$ cat src/rtl/pc_pkg.sv
// Shared types and default constants for the fetch-stage program-counter unit.
package pc_pkg;

  typedef enum logic [1:0] {
    BOOT = 2'd0,
    RUN  = 2'd1,
    TRAP = 2'd2
  } pc_state_t;

  localparam int          PC_XLEN         = 32;
  localparam int          PC_INC          = 4;
  localparam logic [31:0] PC_RESET_VECTOR = 32'h0000_0000;
  localparam logic [31:0] PC_TRAP_VECTOR  = 32'h0000_0100;

endpackage

$ cat src/rtl/pc_reg.sv
// Load-enabled register with asynchronous active-low reset to a fixed value.
module pc_reg #(
  parameter int             W       = 32,
  parameter logic [W-1:0]   RST_VAL = '0
) (
  input  logic         CLK,
  input  logic         RST_N,
  input  logic         en,
  input  logic [W-1:0] d,
  output logic [W-1:0] q
);

  always_ff @(posedge CLK or negedge RST_N) begin
    if (!RST_N) q <= RST_VAL;
    else if (en) q <= d;
  end

endmodule

$ cat src/rtl/pc_unit.sv
// Fetch-stage PC unit: BOOT/RUN/TRAP FSM, next-PC selection and EPC capture.
// Optional PC_MISALIGN_CHECK_EN turns misaligned redirects into a trap.
module pc_unit
  import pc_pkg::*;
#(
  parameter int              XLEN         = PC_XLEN,
  parameter logic [XLEN-1:0] RESET_VECTOR = XLEN'(PC_RESET_VECTOR),
  parameter logic [XLEN-1:0] TRAP_VECTOR  = XLEN'(PC_TRAP_VECTOR),
  parameter int              INC          = PC_INC
) (
  input  logic            CLK,
  input  logic            RST_N,
  input  logic            stall_i,
  input  logic            br_taken_i,
  input  logic [XLEN-1:0] br_target_i,
  input  logic            trap_i,
  input  logic            mret_i,
  input  logic            fetch_ack_i,
  output logic            fetch_req_o,
  output logic [XLEN-1:0] pc_o,
  output logic [XLEN-1:0] pc_plus_inc_o,
  output logic [XLEN-1:0] epc_o,
  output logic [1:0]      state_o,
  output logic            misalign_o
);

  pc_state_t       state_q, state_d;
  logic [XLEN-1:0] pc_q, pc_d, epc_q;
  logic            pc_en, epc_en;
  logic            redir;
  logic [XLEN-1:0] redir_tgt;
`ifdef PC_MISALIGN_CHECK_EN
  logic            misalign_d, misalign_q;
`endif

  // mret outranks a branch, so its target wins when both are raised
  assign redir     = mret_i | br_taken_i;
  assign redir_tgt = mret_i ? epc_q : br_target_i;

  assign pc_plus_inc_o = pc_q + XLEN'(INC);

  always_ff @(posedge CLK or negedge RST_N) begin
    if (!RST_N) state_q <= BOOT;
    else        state_q <= state_d;
  end

  always_comb begin
    state_d = state_q;
    pc_en   = 1'b0;
    pc_d    = pc_q;
    epc_en  = 1'b0;
`ifdef PC_MISALIGN_CHECK_EN
    misalign_d = 1'b0;
`endif
    case (state_q)
      RUN: begin
        if (trap_i) begin
          epc_en  = 1'b1;
          pc_en   = 1'b1;
          pc_d    = TRAP_VECTOR;
          state_d = TRAP;
        end else if (redir) begin
`ifdef PC_MISALIGN_CHECK_EN
          if (|redir_tgt[1:0]) begin
            epc_en     = 1'b1;
            pc_en      = 1'b1;
            pc_d       = TRAP_VECTOR;
            state_d    = TRAP;
            misalign_d = 1'b1;
          end else begin
            pc_en = 1'b1;
            pc_d  = redir_tgt;
          end
`else
          pc_en = 1'b1;
          pc_d  = redir_tgt & ~XLEN'(3);
`endif
        end else if (!stall_i && fetch_ack_i) begin
          pc_en = 1'b1;
          pc_d  = pc_plus_inc_o;
        end
      end
      // BOOT and the TRAP bubble both last exactly one cycle
      default: state_d = RUN;
    endcase
  end

  pc_reg #(.W(XLEN), .RST_VAL(RESET_VECTOR)) u_pc (
    .CLK  (CLK),
    .RST_N(RST_N),
    .en   (pc_en),
    .d    (pc_d),
    .q    (pc_q)
  );

  pc_reg #(.W(XLEN), .RST_VAL('0)) u_epc (
    .CLK  (CLK),
    .RST_N(RST_N),
    .en   (epc_en),
    .d    (pc_q),
    .q    (epc_q)
  );

`ifdef PC_MISALIGN_CHECK_EN
  always_ff @(posedge CLK or negedge RST_N) begin
    if (!RST_N) misalign_q <= 1'b0;
    else        misalign_q <= misalign_d;
  end
  assign misalign_o = misalign_q;
`else
  assign misalign_o = 1'b0;
`endif

  assign pc_o        = pc_q;
  assign epc_o       = epc_q;
  assign state_o     = state_q;
  assign fetch_req_o = (state_q == RUN);

endmodule

$ cat config.mk
export PLATFORM = sky130hd
export DESIGN_NAME = pc_unit
export DESIGN_NICKNAME = d
export VERILOG_FILES = /design/src/rtl/pc_pkg.sv /design/src/rtl/pc_reg.sv /design/src/rtl/pc_unit.sv
export SDC_FILE = /design/constraint.sdc
export NUM_CORES = 1
export LEC_CHECK = 0
export ABC_AREA = 1
export BUFFER_PORTS_ARGS = -buffer_cell sky130_fd_sc_hd__buf_4
export CAP_MARGIN = 30
export CELL_PAD_IN_SITES_DETAIL_PLACEMENT = 1
export CELL_PAD_IN_SITES_GLOBAL_PLACEMENT = 1
export CORE_ASPECT_RATIO = 1.1
export CORE_MARGIN = 2
export CORE_UTILIZATION = 37
export DETAILED_ROUTE_END_ITERATION = 8
export GPL_TIMING_DRIVEN = 0
export PLACE_DENSITY_LB_ADDON = 0.1
export SLEW_MARGIN = 20
export SYNTH_ARGS = -nofsm -noshare
export SYNTH_HDL_FRONTEND = slang
export SYNTH_SLANG_ARGS = --single-unit
$ cat constraint.sdc
create_clock -name CLK -period 3.45 [get_ports CLK]
set_input_delay 0.1725 -clock CLK [delete_from_list [all_inputs] [get_ports CLK]]
set_output_delay 0.1725 -clock CLK [all_outputs]
set_load 0.005 [all_outputs]
; ---- Word-level counts from Yosys, hierarchy flattened
; Index checks and enable logic that the tools add are counted.
[totals]
input_bits = 39
memories = 0
word_cells = 23
output_inout_bits = 100
ff_bits = 66
latchBits = 0
mem_bits_rw = 0
romBits = 0
[op_classes]
shift = 0
n_mul = 0
order_cmp = 0
div = 0
n_eq_ne = 2
bitwise_logic = 1
mux = 12
n_addsub = 1
n_reduce_logical = 4
[op_table]
columns = operator, n
row1 = $mux W32, 4
row2 = $add A32 B3 Y32 const B, 1
row3 = $mux W1, 6
row4 = $mux W2, 2
row5 = $reduce_and A3 Y1, 1
row6 = $reduce_bool A3 Y1, 1
row7 = $eq A2 B1 Y1 const B, 1
row8 = $ne A2 B2 Y1 const B, 1
row9 = $logic_and A1 B1 Y1, 1
row10 = $logic_not A1 Y1, 1
row11 = $or A1 B1 Y1, 1

; ---- Logic depth before layout (Yosys ltp)
[logic_depth]
depth_word = 7
mapped_depth = 10
mapped_depth_nobuf = 10

; ---- By module
; Synthesis repeated with hierarchy kept, for this count alone.
[hier_totals]
cells_unflattened = 719
area_unflattened_um2 = 4764.6
[modules_own_cells]
columns = module, cells_per_inst, n_inst, seq_area_each_um2, area_per_inst_um2
row1 = pc_reg, 136, 2, 800.8, 1292.5
row2 = pc_unit, 447, 1, 50.0, 2179.6

; ---- Worst setup path before layout
; OpenSTA, ideal clock, no wires.
[synth_path]
path_type = register to register
start = register u_pc.q[3]
end = register u_pc.q[22]
path_slack_ps = 1980
synth_period_minus_slack_ps = 1470
t_arrival_ps = 1353
path_buffers = 0
required_ps = 3334
setup_ps = 116
stages_incl_launch_ff = 11
path_cell_list = dfrtp_1 > ha_1 > nand2_1 > nor2_1 > nand2_2 > nor2_1 > nand2_1 > nand2_1 > nand3_1 > nand2_1 > nand2_1
[synth_between]
elab_chain_len = 4
[synth_lines]
columns = element, line_no
row1 = start: declaration, pc_reg.sv:10  ; output logic [W-1:0] q
row2 = start signal: assignment, pc_reg.sv:14  ; if (!RST_N) q <= RST_VAL;
row3 = start signal: assignment, pc_reg.sv:15  ; else if (en) q <= d;
row4 = $add A32 B3 Y32, pc_unit.sv:40  ; assign pc_plus_inc_o = pc_q + XLEN'(INC);
row5 = $mux W32, pc_unit.sv:78  ; end else if (!stall_i && fetch_ack_i) begin
row6 = $mux W32, pc_unit.sv:62  ; end else if (redir) begin
row7 = $mux W32, pc_unit.sv:57  ; if (trap_i) begin
; No other way between the ends. The select of a mux whose other input is x is not followed.
; A chain may end at the register's enable or synchronous reset.

; ---- Worst setup path after layout
[layout_path]
start = register u_pc.q[3]
end = output pc_plus_inc_o[20]
[layout_between]
elab_chain_len = 1
[layout_lines]
columns = element, line_no
row1 = $add A32 B3 Y32, pc_unit.sv:40
row2 = end: declaration, pc_unit.sv:21  ; output logic [XLEN-1:0] pc_plus_inc_o,
; No other way between the ends.

==> summary.md <==
| Metric | Value |
|---|---|
| Max Clk Rate | `0.429 GHz` |
| Startpoint types | `flop` |
| Drt pass-1 iters | `4` |
| RSZ-0062 raised after global routing | `false` |
| CTS tree | `done` |
| Clock slew seen by the registers of the worst setup and hold paths | `around 0.060 ns` |
| Worst reg2reg endpoint | `u_pc.q[20]` |
| Core Box Area | `10400 sq um` |
| Tmin final | `2.33 ns` |
| Post-layout net count | `around 760` |
| Final antenna-violating net count | `0` |
| Status | `completed` |
| Yosys cell types | `30` |
| Worst Tran Pin Value | `0.870 ns` |
| Total gr overflow | `0` |
| Pwr Total | `2.65 mW` |
| Starting DRC count in detailed routing | `206` |
| Period utilisation layout | `67.5%` |
| Skew final | `0.00595 ns` |
| Gr usage total | `27.9%` |
| IO buf count | `about 130` |
| Final Util | `a little over half` |
| CP Class | `flop to primary output` |
| Wire length on met3 | `842 um` |
| Crit Path Max Fanout | `8` |
| # setup viols final | `0` |
| Final Hold Vio Count | `0` |
| Cells after Synth | `578` |
| Max Slew Vio Count | `0` |
| Flops & latches, synth | `62` |
| Clock Latency Late Sink | `between 0.3 and 0.4 ns` |
| Clock sinks | `62` |
| Fin Setup TNS | `0 ns` |
| Routed via count | `roughly 4400` |
| H-tree levels | `3` |
| DIE AREA | `about 11000 sq um` |
| Die Wd | `102 um` |
| DR top layer | `met4` |
| Post-Synthesis Cell Area | `3930 sq um` |
| Ys Warns | `0` |
| Static leakage | `2.70 nW` |
| Worst flop-to-flop path startpoint | `u_pc.q[3]` |
| Starting Density | `between 30% and 40%` |
| Setup crit end | `pc_plus_inc_o[20]` |
| Max Cap Viol | `0` |
| Synth area leader | `dfrtp_1` |
| Global-route wire length before repair | `24300 um` |
| Post-DP HPWL | `11600 um` |
| Worst Path Required | `3.28 ns` |
| Post-CTS setup repair buffer count | `0` |
| GPL Wtd Cong | `0.888` |
| Critical Path Source | `u_pc.q[3]` |
| Worst VDD drop | `299 uV` |
| PwrDens | `489 nW/um^2` |
| Register area share after synthesis | `roughly two fifths` |
| Height of the die | `about 110 um` |
| N_diodes | `0` |
| Wire length per cell | `17.9 um` |
| Largest net degree at the start of global routing | `63` |
| R2R depth | `10` |
| CP endpoint kind | `primary output` |
| Layout cells sized above 1 | `26.2%` |
| Post-Place Worst Slack | `1.46 ns` |
| Hold WC Path Type | `input port to flop` |
| Met1 Wirelength | `6540 um` |
| R2R Setup Slk | `~1.6 ns` |
| FP Rows | `39` |
| Vias in the first global route | `4710` |
| Share of the synthesized area in the top cell type | `39.5%` |
| Area Growth Syn to Fin | `37.7%` |
| IO Pins | `139` |
| Max-slew headroom | `a little over two fifths` |
| Clock root buffer | `clkbuf_16` |
| # resized after CTS | `0` |
| Final worst slack | `between 1 and 1.5 ns` |
| Worst path arrival time | `around 2.2 ns` |
| CTS Buffer Depth | `2` |
| Top cells by area, synth | `dfrtp_1, nand2_1, o21ai_0` |
| Via-to-Cell Ratio | `5.10` |
| Hold_ws | `0.191 ns` |
| # DRC | `0` |
| Initial antenna violation count | `0` |
| Mean area per synthesized cell | `6.80 sq um` |
| Number of CTS-inserted buffers | `9` |
| Total Wirelength | `15600 um` |
| Met2 routed WL | `7830 um` |
## stage by stage
step	instance area, sq um	instances
2_1_floorplan	3960	584
3_3_place_gp	5090	855
3_5_place_dp	5090	855
4_1_cts	5420	872
5_1_grt	5420	872
6_report	5420	872
## cells in the mapped netlist, drive strengths merged
master and number:
o22ai 5, nand2 220, nor2 72, inv 51
and2 1, conb 1, nand3 29, dfrtp 62
ha 1, nor3 26, buf 15, nand4 1
o21ai 67, clkbuf 12, a22oi 1, xor2 7
a21oi 7
## logic make-up after synthesis
| group | Yosys count | share of synthesized area, % |
|---|---|---|
| other | 1 | 0.0954 |
| and+or+nand+nor | 349 | 38.6 |
| buffers and inverters | 78 | 8.88 |
| AOI/OAI and AO/OA | 80 | 11.1 |
| DFF | 62 | 39.5 |
| xor gates and xnor gates | 7 | 1.56 |
| adders and majority gates | 1 | 0.318 |
## registers in the layout, summed over array words and instances (netlist names)
signal and count:
state_o 2, u_epc.q 30, u_pc.q 30
## power breakdown
group / internal (mW) / leakage, nW / switching, mW / total (mW)
logic: 0.339 / 1.73 / 0.379 / 0.718
clock network: 0.597 / 0.144 / 0.354 / 0.951
registers: 0.839 / 0.826 / 0.140 / 0.979
total: 1.77 / 2.70 / 0.873 / 2.65
## how the worst min path moves through the flow
stage	end	slack [ns]	start	cells past startpoint
floorplan	state_o[0]	-0.12	RST_N	0
global route	u_pc.q[11]	0.21	trap_i	4
CTS	u_pc.q[11]	0.19	trap_i	4
detailed placement	u_epc.q[9]	0.33	RST_N	1
global placement	u_epc.q[9]	0.33	RST_N	1
finish	u_pc.q[11]	0.19	trap_i	4
## worst max-delay path, stage by stage, from the launching register on
cell	delay [ns]
dfrtp_1	0.41
ha_1	0.26
nand2_1	0.07
nor2_1	0.17
nand2_2	0.18
nor2_1	0.29
nand2_1	0.11
nand2_1	0.11
nand2_1	0.08
buf_4	0.14
## cell type report
type | instances | area, sq um
plain buffers | 27 | 155
clock inverters | 5 | 57.6
flip-flops and latches | 62 | 1550
well taps | 143 | 179
clock buffers | 11 | 253
inverters | 51 | 194
repair buffers | 129 | 971
multi-input cells | 444 | 2050
fillers | 1361 | 4980
## repair_timing
item | CTS | global route
hold buffers | 1 | 0
endpoints found under the setup margin | 0 | 0
hold endpoints to repair | 62 | 0
## layout by cell type (no fill, tap or decap), types with 9 or more instances in the layout
master / netlist / final
o21ai_1: 10 / 10
clkbuf_1: 12 / 12
nand3_1: 29 / 29
nor3_2: 12 / 12
o21ai_0: 56 / 56
nand2_1: 215 / 215
nor3_1: 14 / 14
dfrtp_1: 62 / 62
buf_4: 9 / 137
clkbuf_16: 0 / 9
nor2_1: 64 / 64
inv_1: 49 / 49
## layer usage
metal | up-vias | track usage (%)
met3 | 21 | 4.36
met2 | 143 | 49.2
met4 | 0 | 9.24
li1 | 2110 | -
met1 | 2169 | 34.3
met5 | - | 0
No activity file was read; power rests on OpenSTA's default activity.
